### config.mk
export PLATFORM = sky130hd
export DESIGN_NAME = shared_unit_arbiter
export DESIGN_NICKNAME = d
export VERILOG_FILES = /design/src/rtl/shared_unit_pkg.sv /design/src/rtl/shared_unit_arbiter_rr_pick.sv /design/src/rtl/shared_unit_arbiter.sv
export SDC_FILE = /design/constraint.sdc
export NUM_CORES = 1
export LEC_CHECK = 0
export ABC_AREA = 1
export ABC_CLOCK_PERIOD_IN_PS = 2200
export CORE_ASPECT_RATIO = 0.7
export CORE_UTILIZATION = 47
export CTS_BUF_LIST = sky130_fd_sc_hd__clkbuf_16
export DETAILED_ROUTE_END_ITERATION = 10
export PLACE_DENSITY_LB_ADDON = 0.15
export SYNTH_ARGS = -nofsm -noshare
export SYNTH_HDL_FRONTEND = slang
export SYNTH_SLANG_ARGS = --single-unit
### constraint.sdc
create_clock -name clk -period 2.2 [get_ports clk]
set_input_delay 0.44 -clock clk [delete_from_list [all_inputs] [get_ports clk]]
set_output_delay 0.44 -clock clk [all_outputs]
set_load 0.05 [all_outputs]
### src/rtl/shared_unit_pkg.sv
// Shared types and helpers for the shared-unit arbiter.
// State encoding and a constant-friendly clog2.
package shared_unit_pkg;

    typedef enum logic [1:0] {
        IDLE    = 2'd0,
        ISSUE   = 2'd1,
        WAIT    = 2'd2,
        RESPOND = 2'd3
    } state_t;

    function automatic int clog2(input int v);
        int r;
        r = 0;
        for (int i = 0; i < 32; i++) begin
            if ((1 << r) < v) r = r + 1;
        end
        return r;
    endfunction

endpackage

### src/rtl/shared_unit_arbiter_rr_pick.sv
// Rotating-priority selector: first set request after last,
// scanning upward with wrap.
module rr_pick import shared_unit_pkg::*; #(
    parameter int N  = 4,
    parameter int IW = clog2(N)
) (
    input  logic [N-1:0]  req,
    input  logic [IW-1:0] last,
    output logic          found,
    output logic [IW-1:0] idx
);

    always_comb begin
        found = 1'b0;
        idx   = '0;
        for (int i = 1; i <= N; i++) begin
            if (!found && req[(int'(last) + i) % N]) begin
                found = 1'b1;
                idx   = IW'((int'(last) + i) % N);
            end
        end
    end

endmodule

### src/rtl/shared_unit_arbiter.sv
// Round-robin sharing of one multi-cycle unit between requesters.
// Outputs are registered from next-cycle values.
module shared_unit_arbiter import shared_unit_pkg::*; #(
    parameter int N_REQ    = 4,
    parameter int W        = 4,
    parameter int MAX_WAIT = 15
) (
    input  logic                     clk,
    input  logic                     reset,
    input  logic [N_REQ-1:0]         req_valid,
    input  logic [N_REQ*W-1:0]       req_operand,
    output logic [N_REQ-1:0]         req_ready,
    output logic [N_REQ-1:0]         rsp_valid,
    output logic [W-1:0]             rsp_data,
    output logic                     rsp_error,
    output logic                     unit_start,
    output logic [W-1:0]             unit_operand,
    input  logic                     unit_done,
    input  logic [W-1:0]             unit_result,
    output logic [clog2(N_REQ)-1:0]  grant_id,
    output logic                     busy
);

    localparam int IW = clog2(N_REQ);
    localparam int CW = clog2(MAX_WAIT + 1);

    state_t            state_q, state_d;
    logic [IW-1:0]     last_q, last_d;
    logic [CW-1:0]     cnt_q, cnt_d;
    logic [IW-1:0]     pick_idx;
    logic              pick_found;
    logic              wait_end;

    logic [N_REQ-1:0]  req_ready_d, rsp_valid_d;
    logic [W-1:0]      rsp_data_d, operand_d;
    logic              rsp_error_d, unit_start_d, busy_d;
    logic [IW-1:0]     grant_d;

    rr_pick #(.N(N_REQ), .IW(IW)) u_pick (
        .req   (req_valid),
        .last  (last_q),
        .found (pick_found),
        .idx   (pick_idx)
    );

    // Limit cycle is the last WAIT cycle; a done there still wins.
    assign wait_end = (state_q == WAIT) &&
                      (unit_done || cnt_q == CW'(MAX_WAIT - 1));

    always_ff @(posedge clk or posedge reset) begin
        if (reset) state_q <= IDLE;
        else       state_q <= state_d;
    end

    always_comb begin
        state_d = state_q;
        unique case (state_q)
            IDLE:    if (pick_found) state_d = ISSUE;
            ISSUE:   state_d = WAIT;
            WAIT:    if (wait_end) state_d = RESPOND;
            RESPOND: state_d = IDLE;
            default: state_d = IDLE;
        endcase
    end

    always_comb begin
        req_ready_d  = '0;
        rsp_valid_d  = '0;
        unit_start_d = 1'b0;
        rsp_data_d   = rsp_data;
        rsp_error_d  = rsp_error;
        operand_d    = unit_operand;
        grant_d      = grant_id;
        last_d       = last_q;
        cnt_d        = cnt_q;
        busy_d       = (state_d != IDLE);
        unique case (state_q)
            IDLE: begin
                if (pick_found) begin
                    req_ready_d  = N_REQ'(1) << pick_idx;
                    unit_start_d = 1'b1;
                    grant_d      = pick_idx;
                    operand_d    = req_operand[int'(pick_idx)*W +: W];
                end
            end
            ISSUE: cnt_d = '0;
            WAIT: begin
                if (cnt_q != CW'(MAX_WAIT)) cnt_d = cnt_q + 1'b1;
                if (wait_end) begin
                    rsp_valid_d = N_REQ'(1) << grant_id;
                    rsp_data_d  = unit_done ? unit_result : '0;
                    rsp_error_d = !unit_done;
                end
            end
            RESPOND: begin
                last_d = grant_id;
                cnt_d  = '0;
            end
            default: ;
        endcase
    end

    always_ff @(posedge clk or posedge reset) begin
        if (reset) begin
            req_ready    <= '0;
            rsp_valid    <= '0;
            rsp_data     <= '0;
            rsp_error    <= 1'b0;
            unit_start   <= 1'b0;
            unit_operand <= '0;
            grant_id     <= '0;
            busy         <= 1'b0;
            last_q       <= IW'(N_REQ - 1);
            cnt_q        <= '0;
        end else begin
            req_ready    <= req_ready_d;
            rsp_valid    <= rsp_valid_d;
            rsp_data     <= rsp_data_d;
            rsp_error    <= rsp_error_d;
            unit_start   <= unit_start_d;
            unit_operand <= operand_d;
            grant_id     <= grant_d;
            busy         <= busy_d;
            last_q       <= last_d;
            cnt_q        <= cnt_d;
        end
    end

endmodule

==> results.toml, run 1 <==
[outcome]
run_status = "finished, final reports clean"

[floorplanning]
initial_core_util = 0.504
die_height_um = 51.1
floorplan.die.width_um = 72.1
core_region_area_um2 = 3210
boundaryPins = 48
floorplan.die_area_um2 = 3680
std_cell_rows = 17

[placed_design]
gpl.final_weighted_congestion = 0.912
placement.cell_area_um2 = 2140
dp.cells = 297
hpwl_um = 2690
buffer_ports.inserted = 47

[yosys]
post_synthesis_xor_xnor_area_fraction = 0.0108
seq_area_frac_synth = 0.450
netlist.area_leader.share = 0.418
yosys-top-cells-area = "sky130_fd_sc_hd__dfrtp_1 (42%), sky130_fd_sc_hd__nand2_1 (17%), sky130_fd_sc_hd__nand2_2 (5.8%)"
largest_family_of_logic_cells_by_synthesized_area = "simple AND/OR/NAND/NOR gates"
synth_nets = 237
synthDominantAreaCellType = "sky130_fd_sc_hd__dfrtp_1"
yosys_warnings = 0
synth-compound-area-share = 0.0565
synthesis.area_um2 = 1620
synth_commonest_cells = "sky130_fd_sc_hd__nand2_1 (74), sky130_fd_sc_hd__dfrtp_1 (27), sky130_fd_sc_hd__inv_1 (16), sky130_fd_sc_hd__nand3_1 (16), sky130_fd_sc_hd__nand2_2 (15)"
synthDistinctLibCells = 29
synthCells = 204
asyncSetResetFlopFracSynth = 1.00
synth_seq_cells = 29
synth_most_common_cell = "sky130_fd_sc_hd__nand2_1"
synth_edf_count = 0
synth_mux_area_frac = 0
synth_simple_gate_area_share = 0.371
synth-adder-area-share = 0.0464
ys_dominant_reg_cell = "sky130_fd_sc_hd__dfrtp_1"
synth_area_per_cell_um2 = 7.93

[worst_setup_path]
slowest_stage = "sky130_fd_sc_hd__clkdlybuf4s50_1"
worstSetupPathType = "reg -> out"
critical_path_peak_fanout = 6
critPathMaxStageDelay_ns = 0.86
timing.critical_path.buf_inv = 1
worstPathArrival_ns = 1.58
required_ns = 1.76
worstSetupStartpointType = "register"
timing.critical_path.max_delay_family = "buffers and inverters"
cp_cell_sequence = "clkdlybuf4s50_1"
endpoint_kind = "primary output"

[power_and_ir_drop]
power.density_cell_area_nw_per_um2 = 1740
leakagePower_nw = 1.14
power.total_mw = 3.95
vdd.ir_drop.worst_v = 0.00114

[global_routing]
grt_start_max_net_pins = 30
grt_antenna_before_repair = 0
grt.total_usage = 0.234
use_met3 = 0.0789
grt_first_pass_wirelength_um = 6420
met1_routing_resource_usage_after_global_routing = 0.327
first_global_vias = 1378
routing_layer_with_the_top_usage_in_global_route = "met2"
use_met2 = 0.352
global_route.overflow_total = 0

[sta]
fin_tns_setup_ns = 0
worst-slew-pin-transition_ns = 0.523
timing.max_slew.rel_slack = 0.650
skew_ns = 0.00374
final_hold_viol_count = 0
finalCritPeriodShare = 0.917
rsz_0062_raised_after_global_routing = "false"
max_freq_mhz = 496
post-route-min-period_ns = 2.02
timing.final.max_slew_violations = 0
report.final.setup_viol = 0

[cts]
path_clk_slew_ns = 0.05
post_cts_resize_count = 0
ctsLongestPathBuffers = 2
cts-root-buf = "sky130_fd_sc_hd__clkbuf_16"
post_cts_buffers = 0
cts.sink_count = 29
tritoncts = "yes"
cts_made_buffers = 5
hold_fix_buffers_at_cts = 0
ctsHtreeMaxLevel = 2
clk-insertion-delay-late_ns = 0.27

[cells_and_area]
layout-drive-gt1-share = 0.143
fillerInstances = 252
antenna_cells = 0
nets = 290
multiInputGateArea_um2 = 785
fin_area_um2 = 2280
register_area_um2 = 728
final-instance-count-excl-fill = 305
layout-area-overhead-vs-synth_pct = 40.7
postLayoutCoreUtil = 0.709

[min_path]
timing.hold.worst.class = "reg -> reg"

[drt]
route.vias.total = 1452
via_per_inst = 4.76
postRouteAntennaNets = 0
first_pass_iters = 4
drt_drc_violations_left = 0
detailedRoute.firstIterationViolations = 70
wl_per_cell_um = 12.2
routed_wirelength_um = 3730

[run]
maxCapViolations = 0
-- registers in the layout (all words and copies together) (netlist names) --
name / flops
unit_start: 1
rsp_valid: 4
grant_id: 2
busy: 1
cnt_q: 4
rsp_error: 1
last_q: 2
rsp_data: 4
state_q: 2
req_ready: 4
unit_operand: 4
-- cell type report --
| cell class | count | area share |
|---|---|---|
| inverters | 18 | 0.0297 |
| clock buffers | 5 | 0.0550 |
| well taps | 47 | 0.0258 |
| multi-input cells | 152 | 0.345 |
| repair buffers | 51 | 0.220 |
| clock inverters | 3 | 0.00495 |
| flip-flops and latches | 29 | 0.320 |
-- stage by stage --
step                setup slack [ns]  hold WS, ns
global placement              0.0496        0.456
CTS                            0.172        0.475
finish                         0.182        0.469
floorplan                      0.357        0.517
detailed placement            0.0118        0.462
global route                  0.0376        0.494
-- path summary, 6_finish.rpt --
path | start | to | slack, ns | depth (start not counted)
hold / removal | rsp_data[1] | rsp_data[1] | 0.47 | 2
setup reg to reg | last_q[0] | unit_operand[2] | 0.21 | 15
min in group asynchronous | reset | rsp_data[1] | 0.53 | 3
setup / recovery | grant_id[0] | grant_id[0] | 0.18 | 1
max in group asynchronous | reset | last_q[0] | 1.37 | 3
hold reg to reg | rsp_data[1] | rsp_data[1] | 0.47 | 2
-- power breakdown --
| part | total, mW | switching [mW] | internal, mW |
|---|---|---|---|
| combinational | 2.40 | 1.60 | 0.799 |
| clock | 0.619 | 0.215 | 0.404 |
| sequential | 0.934 | 0.169 | 0.765 |
| total | 3.95 | 1.99 | 1.97 |
-- layer usage --
layer,vias to the layer above,wire length [um]
met2,42,1630
met5,-,0
met4,0,28
met1,652,1830
li1,754,-
met3,4,239
-- placed cells by master, fill, tap and decap left out, types with 2 or more instances in the layout --
cell	netlist	final
sky130_fd_sc_hd__nor3_1	6	6
sky130_fd_sc_hd__inv_1	16	18
sky130_fd_sc_hd__nor2_1	10	10
sky130_fd_sc_hd__inv_2	2	2
sky130_fd_sc_hd__dfstp_2	2	2
sky130_fd_sc_hd__o21ai_0	7	7
sky130_fd_sc_hd__dfrtp_1	27	27
sky130_fd_sc_hd__clkbuf_16	0	5
sky130_fd_sc_hd__ha_1	6	6
sky130_fd_sc_hd__buf_4	0	4
sky130_fd_sc_hd__nand4_1	2	2
sky130_fd_sc_hd__nand2_2	15	15
sky130_fd_sc_hd__nand2_4	3	3
sky130_fd_sc_hd__nand2_1	74	74
sky130_fd_sc_hd__nand3_1	16	16
sky130_fd_sc_hd__clkdlybuf4s50_1	0	47
sky130_fd_sc_hd__xor2_1	2	2
-- cells by family (layout without fill, tap and decap cells) --
| kind of cell | count (synthesis) | after routing |
|---|---|---|
| buffers and inverters | 23 | 77 |
| DFF | 29 | 29 |
| and+or+nand+nor | 130 | 130 |
| adders and majority gates | 6 | 6 |
| xor gates and xnor gates | 2 | 2 |
| AOI/OAI and AO/OA | 14 | 14 |
No activity file was read; power rests on OpenSTA's default activity.
==> run 2, diff against run 1 <==
--- a/config.mk
+++ b/config.mk
@@ -8,7 +8,7 @@
 export ABC_AREA = 1
 export ABC_CLOCK_PERIOD_IN_PS = 2200
 export CORE_ASPECT_RATIO = 0.7
-export CORE_UTILIZATION = 47
+export CORE_UTILIZATION = 38
 export CTS_BUF_LIST = sky130_fd_sc_hd__clkbuf_16
 export DETAILED_ROUTE_END_ITERATION = 10
 export PLACE_DENSITY_LB_ADDON = 0.15
==> run 2 against run 1 <==
Total power increased by 3.3%. Sequential share of layout area fell by 0.76 points. Worst hold slack better by 0.0032 ns. Critical endpoint is now unit_operand[2].
==> results.toml, run 2 (synthesis gave the netlist of run 1 again) <==
[outcome]
run_status = "finished, final reports clean"

[worst_setup_path]
worstSetupStartpointType = "register"
worstPathArrival_ns = 2.17
endpoint_kind = "register"
worst_setup_path_endpoint = "unit_operand[2]"
required_ns = 2.35
worstSetupPathType = "reg -> reg"
critical_path.reg2reg.endpoint = "unit_operand[2]"
rrSetupSlack_ns = 0.18
reg2reg_from = "last_q[0]"
most_common_cell_on_crit_path = "sky130_fd_sc_hd__nand2_1"
timing.critical_path.buf_inv = 1
cp_cell_sequence = "inv_2, nand2_1, nand2_1, nand2_2, nand2_4, nor2_4, nand3_2, nand2_4, nand2_4, nand2_1, nand2_1, nand2_1, nand2_1, nand2_1, nand2_1"
critical_path_peak_fanout = 12
slowest_stage = "sky130_fd_sc_hd__dfstp_2"
timing.critical_path.max_delay_family = "simple AND/OR/NAND/NOR gates"
critPathMaxStageDelay_ns = 0.59
ff2ff_path_depth = 15
critPathLaunch = "last_q[0]"
cp.depth = 15

[cts]
cts.sink_count = 29
ctsLongestPathBuffers = 2
cts_made_buffers = 5
ctsHtreeMaxLevel = 2
clk-insertion-delay-late_ns = 0.27
hold_fix_buffers_at_cts = 0
tritoncts = "yes"
post_cts_buffers = 0
post_cts_resize_count = 0
cts-root-buf = "sky130_fd_sc_hd__clkbuf_16"
path_clk_slew_ns = 0.05

[cells_and_area]
antenna_cells = 0
multiInputGateArea_um2 = 785
layout-area-overhead-vs-synth_pct = 44.1
postLayoutCoreUtil = 0.584
layout-drive-gt1-share = 0.157
fillerInstances = 352
leading_cell_types_in_the_layout_fill_and_taps_excluded = "sky130_fd_sc_hd__nand2_1 (74), sky130_fd_sc_hd__clkdlybuf4s50_1 (47), sky130_fd_sc_hd__dfrtp_1 (27)"
register_area_um2 = 728
most_common_cell_after_layout_fill_and_taps_aside = "sky130_fd_sc_hd__nand2_1"
nets = 293

[global_routing]
grt.total_usage = 0.184
grt_first_pass_wirelength_um = 6270
grt_start_max_net_pins = 30
grt_antenna_before_repair = 0
global_route.overflow_total = 0
first_global_vias = 1346

[sta]
hold-worst-slack_ns = 0.472
final_hold_viol_count = 0
report.final.setup_viol = 0
post-route-min-period_ns = 2.02
rsz_0062_raised_after_global_routing = "false"
timing.final.max_slew_violations = 0
max_freq_mhz = 496
timing.max_slew.rel_slack = 0.643
finalCritPeriodShare = 0.917
worst-slew-pin-transition_ns = 0.534
skew_ns = 0.00553

[drt]
wl_per_cell_um = 11.6
route.vias.total = 1429
drt_drc_violations_left = 0
first_pass_iters = 4
routed_wirelength_um = 3640
postRouteAntennaNets = 0
detailedRoute.firstIterationViolations = 137
via_per_inst = 4.57

[power_and_ir_drop]
leakagePower_nw = 1.16
power.density_cell_area_nw_per_um2 = 1750
vdd.ir_drop.worst_v = 0.000971
power.total_mw = 4.09

[floorplanning]
initial_core_util = 0.405
std_cell_rows = 19
die_height_um = 56.6
boundaryPins = 48
floorplan.die_area_um2 = 4530
core_region_area_um2 = 3990
floorplan.die.width_um = 80.0

[run]
maxCapViolations = 0

[min_path]
timing.hold.worst.class = "reg -> reg"
min_from = "rsp_data[1]"

[placed_design]
hpwl_um = 2700
gpl.final_weighted_congestion = 0.774
buffer_ports.inserted = 47
## run 2: through the flow
stage | TNS, ns | setup slack [ns] | instance area (um^2) | instances
floorplan | 0 | 0.357 | 1620 | 204
global placement | -0.0872 | -0.0455 | 2170 | 305
detailed placement | -0.0118 | -0.0118 | 2170 | 305
CTS | 0 | 0.173 | 2330 | 313
global route | 0 | 0.0249 | 2330 | 313
finish | 0 | 0.184 | 2330 | 313
## run 2: cell type report
type | count | area share
multi-input cells | 152 | 0.337
well taps | 52 | 0.0279
flip-flops and latches | 29 | 0.312
clock buffers | 5 | 0.0537
inverters | 18 | 0.0290
clock inverters | 3 | 0.0161
repair buffers | 54 | 0.224
## run 2: worst min-delay path by stage
| stage | to | slack [ns] | cells after the start |
|---|---|---|---|
| finish | rsp_data[1] | 0.47 | 2 |
| global route | rsp_data[1] | 0.49 | 2 |
| CTS | rsp_data[1] | 0.48 | 2 |
| detailed placement | rsp_data[1] | 0.46 | 2 |
| global placement | rsp_data[1] | 0.46 | 2 |
| floorplan | busy | 0.52 | 1 |
## run 2: metal layers
metal,GRT usage,up-vias,share of wire
met5,0,-,0
met4,0.0230,0,0
met3,0.0732,0,0.052
met2,0.234,32,0.39
met1,0.293,637,0.56
li1,-,760,-
## run 2: tightest hold or removal path: stages (launching register included)
cell and delay (ns):
sky130_fd_sc_hd__dfrtp_1 0.34, sky130_fd_sc_hd__nand2_1 0.05, sky130_fd_sc_hd__nand2_1 0.04
## run 2: power breakdown
group | leakage (nW) | switching (mW) | internal [mW]
logic | 0.712 | 1.61 | 0.820
registers | 0.368 | 0.158 | 0.765
clock network | 0.0826 | 0.213 | 0.523
total | 1.16 | 1.98 | 2.11
==> run 3, diff against run 2 <==
--- a/config.mk
+++ b/config.mk
@@ -9,7 +9,6 @@
 export ABC_CLOCK_PERIOD_IN_PS = 2200
 export CORE_ASPECT_RATIO = 0.7
 export CORE_UTILIZATION = 38
-export CTS_BUF_LIST = sky130_fd_sc_hd__clkbuf_16
 export DETAILED_ROUTE_END_ITERATION = 10
 export PLACE_DENSITY_LB_ADDON = 0.15
 export SYNTH_ARGS = -nofsm -noshare
==> run 3 against run 2 <==
Combinational power about the same. Global-route usage down 0.21 points. Worst setup slack worse by 0.0029 ns. Sequential power about the same. Non-clock buffer count unchanged. Sequential cell count unchanged. Die area unchanged. Sequential share of layout area up 0.63 points. Via count down 0.21%. Largest cell class unchanged.
==> results.toml, run 3 (synthesis gave the netlist of run 1 again) <==
[outcome]
run_status = "finished, final reports clean"

[min_path]
timing.hold.worst.class = "reg -> reg"

[worst_setup_path]
endpoint_kind = "register"
worstSetupPathType = "reg -> reg"
worstSetupStartpointType = "register"
critical_path_peak_fanout = 12
required_ns = 2.37
worstPathArrival_ns = 2.19

[cells_and_area]
nets = 293
postLayoutCoreUtil = 0.572
antenna_cells = 0
final-instance-count-excl-fill = 313
most_common_cell_after_layout_fill_and_taps_aside = "sky130_fd_sc_hd__nand2_1"
layout-area-overhead-vs-synth_pct = 41.2
fillerInstances = 355
layout-drive-gt1-share = 0.161
leading_cell_types_in_the_layout_fill_and_taps_excluded = "sky130_fd_sc_hd__nand2_1 (74), sky130_fd_sc_hd__clkdlybuf4s50_1 (47), sky130_fd_sc_hd__dfrtp_1 (27)"

[floorplanning]
boundaryPins = 48
die_height_um = 56.6
core_region_area_um2 = 3990
initial_core_util = 0.405
std_cell_rows = 19
floorplan.die.width_um = 80.0
floorplan.die_area_um2 = 4530

[global_routing]
grt.total_usage = 0.182
grt_start_max_net_pins = 30
grt_first_pass_wirelength_um = 6220
global_route.overflow_total = 0
first_global_vias = 1342
grt_antenna_before_repair = 0

[cts]
cts_made_buffers = 5
clk-insertion-delay-late_ns = 0.28
post_cts_resize_count = 0
cts.sink_count = 29
ctsHtreeMaxLevel = 2
post_cts_buffers = 0
ctsLongestPathBuffers = 2
tritoncts = "yes"
path_clk_slew_ns = 0.07
cts-root-buf = "sky130_fd_sc_hd__clkbuf_8"
hold_fix_buffers_at_cts = 0

[drt]
via_per_inst = 4.56
first_pass_iters = 4
postRouteAntennaNets = 0
drt_drc_violations_left = 0
wirelength_met1_um = 2050
routed_wirelength_um = 3630
wl_per_cell_um = 11.6
wl_met2_um = 1350
top_layer = "met4"
detailedRoute.firstIterationViolations = 107
route.vias.total = 1426
detailroute.wirelength.met3_um = 185

[sta]
skew_ns = 0.00860
fin_tns_setup_ns = 0
timing.max_slew.rel_slack = 0.643
worst-slew-pin-transition_ns = 0.534
max_freq_mhz = 495
finalCritPeriodShare = 0.918
hold-worst-slack_ns = 0.475
timing.final.max_slew_violations = 0
post-route-min-period_ns = 2.02
final_hold_viol_count = 0
report.final.setup_viol = 0
rsz_0062_raised_after_global_routing = "false"

[power_and_ir_drop]
net-switching-power_mw = 1.96
power_report.internal_total_mw = 1.95
sw_frac_of_total = 0.500
power.density_cell_area_nw_per_um2 = 1710
power_frac_seq = 0.236
power.combinational.fraction = 0.619
clock_power_share = 0.145
leakagePower_nw = 1.14
vdd.ir_drop.worst_v = 0.000961

[placed_design]
dp.cells = 305
buffer_ports.inserted = 47
hpwl_um = 2700
gpl.final_weighted_congestion = 0.774

[run]
maxCapViolations = 0
run 3: changes by cell type in the layout (fill, tap and decap cells not counted), sizes merged:
| cell | before | now |
|---|---|---|
| clkinv | 1 | 0 |
| clkbuf | 5 | 7 |
| inv | 19 | 18 |
run 3: final cells by class:
class                   count  area (um^2)  area share
inverters                  18         67.6      0.0296
flip-flops and latches     29          728       0.319
multi-input cells         152          785       0.343
well taps                  52         65.1      0.0285
clock buffers               7         86.3      0.0378
repair buffers             54          523       0.229
clock inverters             1         30.0      0.0131
run 3: metrics by stage:
step                      setup slack (ns)  power, mW  cell area [um^2]
after floorplan                      0.357       2.70              1620
after global routing                0.0230       4.23              2280
after global placement             -0.0455       3.35              2170
final                                0.181       3.91              2280
after detailed placement           -0.0118       3.33              2170
after CTS                            0.174       3.94              2280
run 3: path summary, 6_finish.rpt:
check / from / endpoint / slack (ns) / cells after the start
setup reg to reg: last_q[0] / unit_operand[2] / 0.18 / 15
setup / recovery: last_q[0] / unit_operand[2] / 0.18 / 15
max in group asynchronous: reset / last_q[0] / 1.37 / 3
hold reg to reg: rsp_data[1] / rsp_data[1] / 0.47 / 2
hold / removal: rsp_data[1] / rsp_data[1] / 0.47 / 2
min in group asynchronous: reset / unit_operand[2] / 0.52 / 3
run 3: critical path, stage by stage (launching register included):
cell,delay (ns)
sky130_fd_sc_hd__dfstp_2,0.60
sky130_fd_sc_hd__inv_2,0.12
sky130_fd_sc_hd__nand2_1,0.07
sky130_fd_sc_hd__nand2_1,0.09
sky130_fd_sc_hd__nand2_2,0.12
sky130_fd_sc_hd__nand2_4,0.07
sky130_fd_sc_hd__nor2_4,0.11
sky130_fd_sc_hd__nand3_2,0.09
sky130_fd_sc_hd__nand2_4,0.12
sky130_fd_sc_hd__nand2_4,0.13
sky130_fd_sc_hd__nand2_1,0.09
sky130_fd_sc_hd__nand2_1,0.05
sky130_fd_sc_hd__nand2_1,0.07
sky130_fd_sc_hd__nand2_1,0.06
sky130_fd_sc_hd__nand2_1,0.06
sky130_fd_sc_hd__nand2_1,0.05
run 3: power groups by stage:
stage | registers (mW) | clock network (mW) | logic (mW)
final | 0.923 | 0.566 | 2.42
after global routing | 0.953 | 0.602 | 2.68
after CTS | 0.924 | 0.585 | 2.43
after detailed placement | 0.928 | 0 | 2.41
after global placement | 0.932 | 0 | 2.42
after floorplan | 1.40 | 0 | 1.30
run 3: layer usage:
metal / up-vias / track usage
li1: 755 / -
met1: 638 / 0.296
met2: 28 / 0.225
met3: 5 / 0.0537
met4: 0 / 0.0536
met5: - / 0
